### src/rtl/semafor_pkg.sv
// rtl/semafor_pkg.sv - shared FSM encoding and default timing constants for the train detector
`timescale 1ns/1ps
package semafor_pkg;

    localparam int DEB_LEN_DEF    = 4;
    localparam int STROBE_LEN_DEF = 4;
    localparam int TIMEOUT_DEF    = 1000;

    localparam logic [2:0] ST_IDLE    = 3'd0;
    localparam logic [2:0] ST_ENTER_A = 3'd1;
    localparam logic [2:0] ST_ENTER_B = 3'd2;
    localparam logic [2:0] ST_CLEAR   = 3'd3;
    localparam logic [2:0] ST_FAULT   = 3'd4;

endpackage

### src/rtl/sensor_debounce.sv
// rtl/sensor_debounce.sv - two-flop synchroniser plus level debouncer with a one-clock rise event
`timescale 1ns/1ps
module sensor_debounce
    import semafor_pkg::*;
#(
    parameter int DEB_LEN = DEB_LEN_DEF
) (
    input  logic clk,
    input  logic rst_n,
    input  logic i_sens,
    output logic o_level,
    output logic o_rise
);

    localparam int CW = $clog2(DEB_LEN + 1);

    logic          r_s1;
    logic          r_s2;
    logic          r_level;
    logic          r_rise;
    logic [CW-1:0] r_cnt;
    logic          w_last;

    assign w_last = (r_cnt == CW'(DEB_LEN - 1));

    // The level flips on the DEB_LEN-th consecutive differing sample; any agreeing sample restarts the count.
    always_ff @(posedge clk or negedge rst_n) begin
        if (!rst_n) begin
            r_s1    <= 1'b0;
            r_s2    <= 1'b0;
            r_level <= 1'b0;
            r_rise  <= 1'b0;
            r_cnt   <= '0;
        end else begin
            r_s1   <= i_sens;
            r_s2   <= r_s1;
            r_rise <= 1'b0;
            if (r_s2 != r_level) begin
                if (w_last) begin
                    r_level <= r_s2;
                    r_rise  <= r_s2;
                    r_cnt   <= '0;
                end else begin
                    r_cnt <= r_cnt + CW'(1);
                end
            end else begin
                r_cnt <= '0;
            end
        end
    end

    assign o_level = r_level;
    assign o_rise  = r_rise;

endmodule

### src/rtl/train_detector.sv
// rtl/train_detector.sv - two-sensor track section detector with direction, train strobe and sticky fault
`timescale 1ns/1ps
module train_detector
    import semafor_pkg::*;
#(
    parameter int DEB_LEN    = DEB_LEN_DEF,
    parameter int STROBE_LEN = STROBE_LEN_DEF,
    parameter int TIMEOUT    = TIMEOUT_DEF
) (
    input  logic clk,
    input  logic rst_n,
    input  logic sens_a,
    input  logic sens_b,
    output logic train,
    output logic occupied,
    output logic dir,
    output logic fault
);

    localparam int DW = $clog2(TIMEOUT + 1);
    localparam int SW = $clog2(STROBE_LEN + 1);

    logic          w_lvl_a, w_rise_a, w_lvl_b, w_rise_b;
    logic [2:0]    r_state, w_state_nx;
    logic [DW-1:0] r_dwell, w_dwell_inc;
    logic [SW-1:0] r_strobe;
    logic          r_dir, w_dir_nx, w_start, w_stay_enter;

    sensor_debounce #(.DEB_LEN(DEB_LEN)) u_deb_a (
        .clk(clk), .rst_n(rst_n), .i_sens(sens_a), .o_level(w_lvl_a), .o_rise(w_rise_a)
    );

    sensor_debounce #(.DEB_LEN(DEB_LEN)) u_deb_b (
        .clk(clk), .rst_n(rst_n), .i_sens(sens_b), .o_level(w_lvl_b), .o_rise(w_rise_b)
    );

    always_comb begin
        w_dwell_inc = (r_dwell == DW'(TIMEOUT)) ? r_dwell : r_dwell + DW'(1);
        w_state_nx  = r_state;
        w_dir_nx    = r_dir;
        w_start     = 1'b0;
        case (r_state)
            ST_IDLE: begin
                if (w_rise_a && w_rise_b) begin
                    w_state_nx = ST_FAULT;
                    w_start    = 1'b1;
                end else if (w_rise_a) begin
                    w_state_nx = ST_ENTER_A;
                    w_dir_nx   = 1'b0;
                    w_start    = 1'b1;
                end else if (w_rise_b) begin
                    w_state_nx = ST_ENTER_B;
                    w_dir_nx   = 1'b1;
                    w_start    = 1'b1;
                end
            end
            // The exit event is tested first so it beats a timeout landing on the same cycle.
            ST_ENTER_A: begin
                if (w_rise_b)                         w_state_nx = ST_CLEAR;
                else if (w_dwell_inc >= DW'(TIMEOUT)) w_state_nx = ST_FAULT;
            end
            ST_ENTER_B: begin
                if (w_rise_a)                         w_state_nx = ST_CLEAR;
                else if (w_dwell_inc >= DW'(TIMEOUT)) w_state_nx = ST_FAULT;
            end
            ST_CLEAR: begin
                if (!w_lvl_a && !w_lvl_b) w_state_nx = ST_IDLE;
            end
            ST_FAULT: w_state_nx = ST_FAULT;
            default:  w_state_nx = ST_IDLE;
        endcase
        w_stay_enter = (w_state_nx == r_state) &&
                       ((r_state == ST_ENTER_A) || (r_state == ST_ENTER_B));
    end

    always_ff @(posedge clk or negedge rst_n) begin
        if (!rst_n) begin
            r_state  <= ST_IDLE;
            r_dir    <= 1'b0;
            r_dwell  <= '0;
            r_strobe <= '0;
        end else begin
            r_state <= w_state_nx;
            r_dir   <= w_dir_nx;
            r_dwell <= w_stay_enter ? w_dwell_inc : '0;
            if (w_start)
                r_strobe <= SW'(STROBE_LEN);
            else if (r_strobe != '0)
                r_strobe <= r_strobe - SW'(1);
        end
    end

    assign train    = (r_strobe != '0);
    assign occupied = (r_state != ST_IDLE);
    assign dir      = r_dir;
    assign fault    = (r_state == ST_FAULT);

endmodule

### config.mk
export PLATFORM = sky130hd
export DESIGN_NAME = train_detector
export DESIGN_NICKNAME = d
export VERILOG_FILES = /design/src/rtl/semafor_pkg.sv /design/src/rtl/sensor_debounce.sv /design/src/rtl/train_detector.sv
export SDC_FILE = /design/constraint.sdc
export NUM_CORES = 1
export LEC_CHECK = 0
export CORE_MARGIN = 5
export CORE_UTILIZATION = 35
export CTS_BUF_LIST = sky130_fd_sc_hd__clkbuf_8
export CTS_CLUSTER_SIZE = 28
export DETAILED_ROUTE_END_ITERATION = 16
export DONT_BUFFER_PORTS = 1
export HOLD_SLACK_MARGIN = 0.05
export SYNTH_ARGS = -nofsm -noshare
export SYNTH_HDL_FRONTEND = slang
export SYNTH_SLANG_ARGS = --single-unit
### constraint.sdc
create_clock -name clk -period 1.9 [get_ports clk]
set_input_delay 0.19 -clock clk [delete_from_list [all_inputs] [get_ports clk]]
set_output_delay 0.19 -clock clk [all_outputs]
set_load 0.01 [all_outputs]
# After elaboration in Yosys (flattened, before gate mapping)
# Index checks and enable logic that the tools add are counted.
# Widths: inputs -> output; s select.
word_totals:
  reg_bits: 31
  latch_bits: 0
  mem_bits_rw: 0
  romBits: 0
  input_bits: 4
  out_inout_bits: 4
  word_cells: 70
  mem_count: 0
classes:
  n_addsub: 4
  mul: 0
  div_mod_pow: 0
  n_lt_le_gt_ge: 1
  n_eq_ne: 10
  shift: 0
  mux: 26
  n_bitwise: 1
  n_reduce_logical: 14
op_table:
  columns: ["operator", "count"]
  rows:
  - ["$mux 3", 13]
  - ["$mux 10", 2]
  - ["$pmux 3 s5", 1]
  - ["$eq 3x2->1 const B", 4]
  - ["$add 10x1->10 const B", 1]
  - ["$eq 10x10->1 const B", 1]
  - ["$ge 10x10->1 const B", 1]
  - ["$mux 1", 10]
  - ["$add 3x1->3 const B", 2]
  - ["$reduce_bool 3->1", 2]
  - ["$reduce_and 2->1", 2]
  - ["$reduce_bool 2->1", 2]
  - ["$eq 3x1->1 const B", 1]
  - ["$eq 3x3->1", 1]
  - ["$eq 3x3->1 const B", 1]
  - ["$logic_and 1x1->1", 3]
  - ["$logic_not 3->1", 1]
  - ["$reduce_and 3->1", 1]
  - ["$sub 3x1->3 const B", 1]
  - ["$logic_not 1->1", 2]
  - ["$ne 1x1->1", 2]
  - ["$logic_or 1x1->1", 1]
  - ["$not 1->1", 1]

# Logic depth before layout (Yosys ltp)
logic_depth:
  word_depth: 9
  depth_mapped: 7
  depth_no_buf: 7

# Modules after synthesis
# A second synthesis with hierarchy kept.
hier_totals:
  hier_cells: 157
  area_unflattened_um2: 1750.4
by_module_without_submodules:
  columns: ["mod", "instances", "cells_each", "area_per_inst_um2", "seq_area_each_um2"]
  rows:
  - ["train_detector", 1, 127, 1237.4, 425.4]
  - ["sensor_debounce", 2, 15, 256.5, 175.2]

# Least setup slack after synthesis
# OpenSTA, ideal clock, no wires.
synth_timing:
  path_kind: "register to register"
  start: "reg r_dwell[0]"
  end: "reg r_state[1]"
  setup_ps: 128
  arrival_time_ps: 1744
  required_ps: 1772
  slack_ps: 28
  stages_incl_launch_ff: 8
  n_path_buf: 1
  synth_period_minus_slack_ps: 1872
  cell_sequence: "dfrtp_1 ha_1 nand4_1 nor3b_1 o21ai_1 a2111oi_4 buf_6 o31ai_1"
synth_between:
  elab_chain_len: 6
  elab_cells_between_ends: 8
  cone_classes: "1 x add/sub; 1 x order compare; 1 x eq/ne; 5 x mux"
synth_rtl:
  columns: ["item", "line", "text"]
  rows:
  - ["start: declaration", "train_detector.sv:25", "logic [DW-1:0] r_dwell, w_dwell_inc;"]
  - ["start signal: assignment", "train_detector.sv:85", "r_dwell <= w_stay_enter ? w_dwell_inc : '0;"]
  - ["$add 10x1->10 / $eq 10x10->1 (equally long branches)", "train_detector.sv:38", "w_dwell_inc = (r_dwell == DW'(TIMEOUT)) ? r_dwell : r_dwell + DW'(1);"]
  - ["$mux 10 (*)", "train_detector.sv:38", null]
  - ["$ge 10x10->1 (*)", "train_detector.sv:60, train_detector.sv:64", null]
  - ["$mux 3 (*)", "train_detector.sv:60, train_detector.sv:64", null]
  - ["$mux 3, on equally long branches", "train_detector.sv:63, train_detector.sv:59", null]
  - ["$pmux 3 s5 (*)", "train_detector.sv:42", "case (r_state)"]
  - ["net w_state_nx[1]", "train_detector.sv:24", "logic [2:0] r_state, w_state_nx;"]
  - ["end signal: assignment", "train_detector.sv:83", "r_state <= w_state_nx;"]
  - ["end: declaration", "train_detector.sv:24", null]
# The timed path passes the listed nets; every way through them passes the cells marked *.
# A chain may end at the register's enable or synchronous reset.

# Worst setup path in the final report
layout_timing:
  start: "reg r_dwell[0]"
  end: "reg r_dwell[5]"
layout_between:
  elab_chain_len: 9
  elab_cells_between_ends: 11
  cone_classes: "1 x add/sub; 1 x order compare; 2 x eq/ne; 6 x mux; 1 x reduce/logical"
layout_rtl:
  columns: ["item", "line", "text"]
  rows:
  - ["$add 10x1->10 / $eq 10x10->1 (equally long branches)", "train_detector.sv:38", null]
  - ["$mux 10 (*)", "train_detector.sv:38", null]
  - ["$ge 10x10->1", "train_detector.sv:60, train_detector.sv:64", null]
  - ["$mux 3", "train_detector.sv:60, train_detector.sv:64", null]
  - ["$mux 3, on equally long branches", "train_detector.sv:63, train_detector.sv:59", null]
  - ["$pmux 3 s5", "train_detector.sv:42", null]
  - ["$eq 3x3->1", "train_detector.sv:72", "w_stay_enter = (w_state_nx == r_state) &&"]
  - ["$logic_and 1x1->1", "train_detector.sv:72", null]
  - ["$mux 10 (*)", "train_detector.sv:85", null]
# Every way passes the cells marked *; elsewhere a longest branch is shown, timed or not.

==> results.yml <==
floorplan:
  die_w_um: 78.0
  rows: 24
  core_sq_um: 4410
  pin_count: 8
  die-height_um: 78.0
  die_area_sq_um: 6080
  initial_core_util_pct: 36.6
placement:
  hpwl_um: 2320
  place_ws_ns: -0.284
  place.gp.congestion: 0.846
  dp.cells: 216
  place_area_sq_um: 1750
  port-buffer-count: 0
yosys:
  ys.warnings.count: 0
  synth_nets: 167
  yosysUniqueCellTypes: 38
  syn_avg_cell_area_sq_um: 10.4
  syn-cell-area_sq_um: 1620
  synth-seq-cells: 31
  synth-seq-area-share_pct: 48.0
  syn_inst: 155
final_layout:
  layout_common_cells: "dfrtp_1 (31), buf_4 (16), nor2_1 (12), a21oi_1 (11), inv_1 (10)"
  nets: 190
  post-route-cell-area_sq_um: 2040
  seqCellArea_sq_um: 776
  final_common_cell: "dfrtp_1"
  fillers: 400
  syn2layout_area_growth_pct: 25.9
  multiInputGateArea_sq_um: 817
  num_antenna_cells: 0
  finalNonFillerCells: 231
  drive_gt1_share_pct: 22.9
timing:
  finalClockSkew_ns: 0.00474
  finalSetupViolCount: 1
  timing.final.ws_setup_ns: -0.00216
  fin_crit_ns: 1.90
  rsz0062_at_grt: "true"
  maxSlewHeadroom_pct: 69.7
  final.period_utilization_pct: 100
  hold_viol_final: 0
  tightestPinTransition_ns: 0.453
  fmax_mhz: 526
  final_max_slew_viol_count: 0
grt:
  track_usage_pct: 11.6
  antenna_found_initial: 0
  grt_pass1_wl_um: 5710
  grt_max_degree: 32
  overflow: 0
  grt_pass1_vias: 1254
status:
  violations: "negative setup slack"
  status: "finished with violations"
clock_tree:
  numCtsBuffers: 5
  insertion_delay_ns: 0.28
  cts_tree: "done"
  cts-htree-levels: 2
  clk_root_buffer_cell: "clkbuf_8"
  clk_pin_slew_ns: 0.07
  cts.sinks: 31
  cts_buffer_depth: 2
hold_path:
  min_path_type: "in -> async"
routing:
  vias_per_cell: 5.24
  drt_iter0_drc: 26
  wl_per_cell_um: 13.7
  wl_um: 3170
  dr_total_vias: 1211
  final_antenna_net_count: 0
  drc: 0
  dr.pass1.iters: 4
worst_setup_path:
  crit_top_cell: "buf_6"
  crit_path_end_kind: "flip-flop"
  worstPathMaxFanout: 7
  crit_chain: "buf_4 -> and4_4 -> nor2b_1 -> o211ai_1 -> a2111oi_4 -> buf_6 -> buf_6 -> a21oi_1"
  critPathKind: "reg -> reg"
  cp.buffers_inverters: 3
  cp.arrival_ns: 2.05
  cp-start-kind: "flip-flop"
  slowest_stage: "dfrtp_1"
  cpPeakStageDelay_ns: 0.41
  cp_data_required_time_ns: 2.05
  crit_family: "compound AO/OA/AOI/OAI gates"
power:
  power.leakage_nw: 0.880
  vdd_drop_max_uv: 679
  power_density_nw_per_um2: 1130
job:
  maxCapViolCount: 0
synth_stat cells:
library cell | instances | area, sq um
o21bai_1 | 1 | 7.51
o21ai_1 | 1 | 5.00
a21o_1 | 2 | 15.0
clkbuf_1 | 1 | 3.75
a2111oi_0 | 3 | 26.3
mux2_2 | 2 | 22.5
o21ai_0 | 3 | 15.0
buf_2 | 2 | 10.0
inv_1 | 10 | 37.5
nor2b_1 | 1 | 6.26
ha_1 | 8 | 100
nor2_1 | 13 | 48.8
o211ai_1 | 1 | 7.51
mux2i_1 | 1 | 10.0
a211oi_1 | 2 | 15.0
or3_1 | 3 | 18.8
buf_6 | 2 | 22.5
a2111oi_4 | 1 | 27.5
and4_4 | 1 | 11.3
nor3_1 | 2 | 10.0
nand4_1 | 3 | 18.8
a21oi_1 | 12 | 60.1
nand4b_1 | 1 | 8.76
and3b_1 | 1 | 8.76
nor4b_2 | 1 | 15.0
nand3_1 | 3 | 15.0
buf_1 | 1 | 3.75
dfrtp_1 | 31 | 776
nand2b_1 | 4 | 25.0
o31ai_1 | 3 | 22.5
xor2_1 | 3 | 26.3
xnor2_1 | 9 | 78.8
a32oi_1 | 1 | 8.76
buf_4 | 1 | 7.51
a31oi_1 | 1 | 6.26
nand2_1 | 9 | 33.8
nor3b_1 | 10 | 75.1
and3_1 | 1 | 6.26
report_power, final:
group	switching, mW	total, mW	internal, mW	leakage (nW)
clock network	0.242	0.764	0.523	0.0644
registers	0.137	0.942	0.804	0.404
logic	0.329	0.602	0.273	0.412
total	0.708	2.31	1.60	0.880
cell families (layout without fill, tap and decap cells):
family	Yosys count	after routing	share of synthesized area, %
and+or+nand+nor	53	53	18.7
AOI/OAI and AO/OA	31	31	13.4
DFF	31	31	48.0
buffers and inverters	17	41	5.26
xor gates and xnor gates	12	12	6.50
adders and majority gates	8	8	6.19
muxes	3	3	2.01
layer usage:
| layer | vias to the layer above | routed length, um | track usage (%) | share of wire, % |
|---|---|---|---|---|
| li1 | 591 | - | - | - |
| met3 | 7 | 127 | 3.94 | 4.0 |
| met2 | 22 | 1680 | 19.8 | 53 |
| met1 | 591 | 1310 | 13.3 | 41 |
| met4 | 0 | 53 | 4.39 | 1.7 |
| met5 | - | 0 | 0 | 0 |
registers in the layout, indices dropped and copies added, names as in the netlist, 3 cells and up:
signal	cells
r_dwell	10
r_state	3
r_strobe	3
u_deb_a.r_cnt	3
u_deb_b.r_cnt	3
timing repair:
item / 4_1_cts / 5_1_grt
hold endpoints to repair: 33 / 0
gates resized for setup: 10 / 6
pin swaps: 7 / 3
hold buffers: 4 / 0
setup buffers: 3 / 0
cloned: 0 / 0
endpoints found under the setup margin: 13 / 12
through the flow:
step | hold WS [ns] | setup TNS, ns | utilization, % | power, mW
CTS | 0.332 | -0.0261 | 45.6 | 2.32
detailed placement | -0.105 | -2.61 | 39.7 | 1.50
finish | 0.344 | -0.00216 | 46.1 | 2.31
global route | 0.360 | -0.785 | 46.1 | 2.47
floorplan | -0.106 | 0 | - | 1.36
global placement | -0.105 | -0.238 | 39.7 | 1.45
final timing paths:
path                         startpoint          endpoint  slack (ns)  cells past startpoint
max reg2reg                  r_dwell[0]        r_dwell[5]      -0.002                      8
min                               rst_n  u_deb_b.r_cnt[2]        0.34                      2
max                          r_dwell[0]        r_dwell[5]      -0.002                      8
min in group clk           u_deb_b.r_s1      u_deb_b.r_s2        0.36                      0
max in group asynchronous         rst_n        r_dwell[7]        1.39                      2
min reg2reg                u_deb_b.r_s1      u_deb_b.r_s2        0.36                      0
area by class of cell:
cell class / instances / area share [%]
inverters: 10 / 1.84
clock inverters: 3 / 3.32
flip-flops and latches: 31 / 38.1
clock buffers: 5 / 3.38
well taps: 52 / 3.20
repair buffers: 23 / 10.0
multi-input cells: 107 / 40.1
Power figures use the tool's default switching activity.
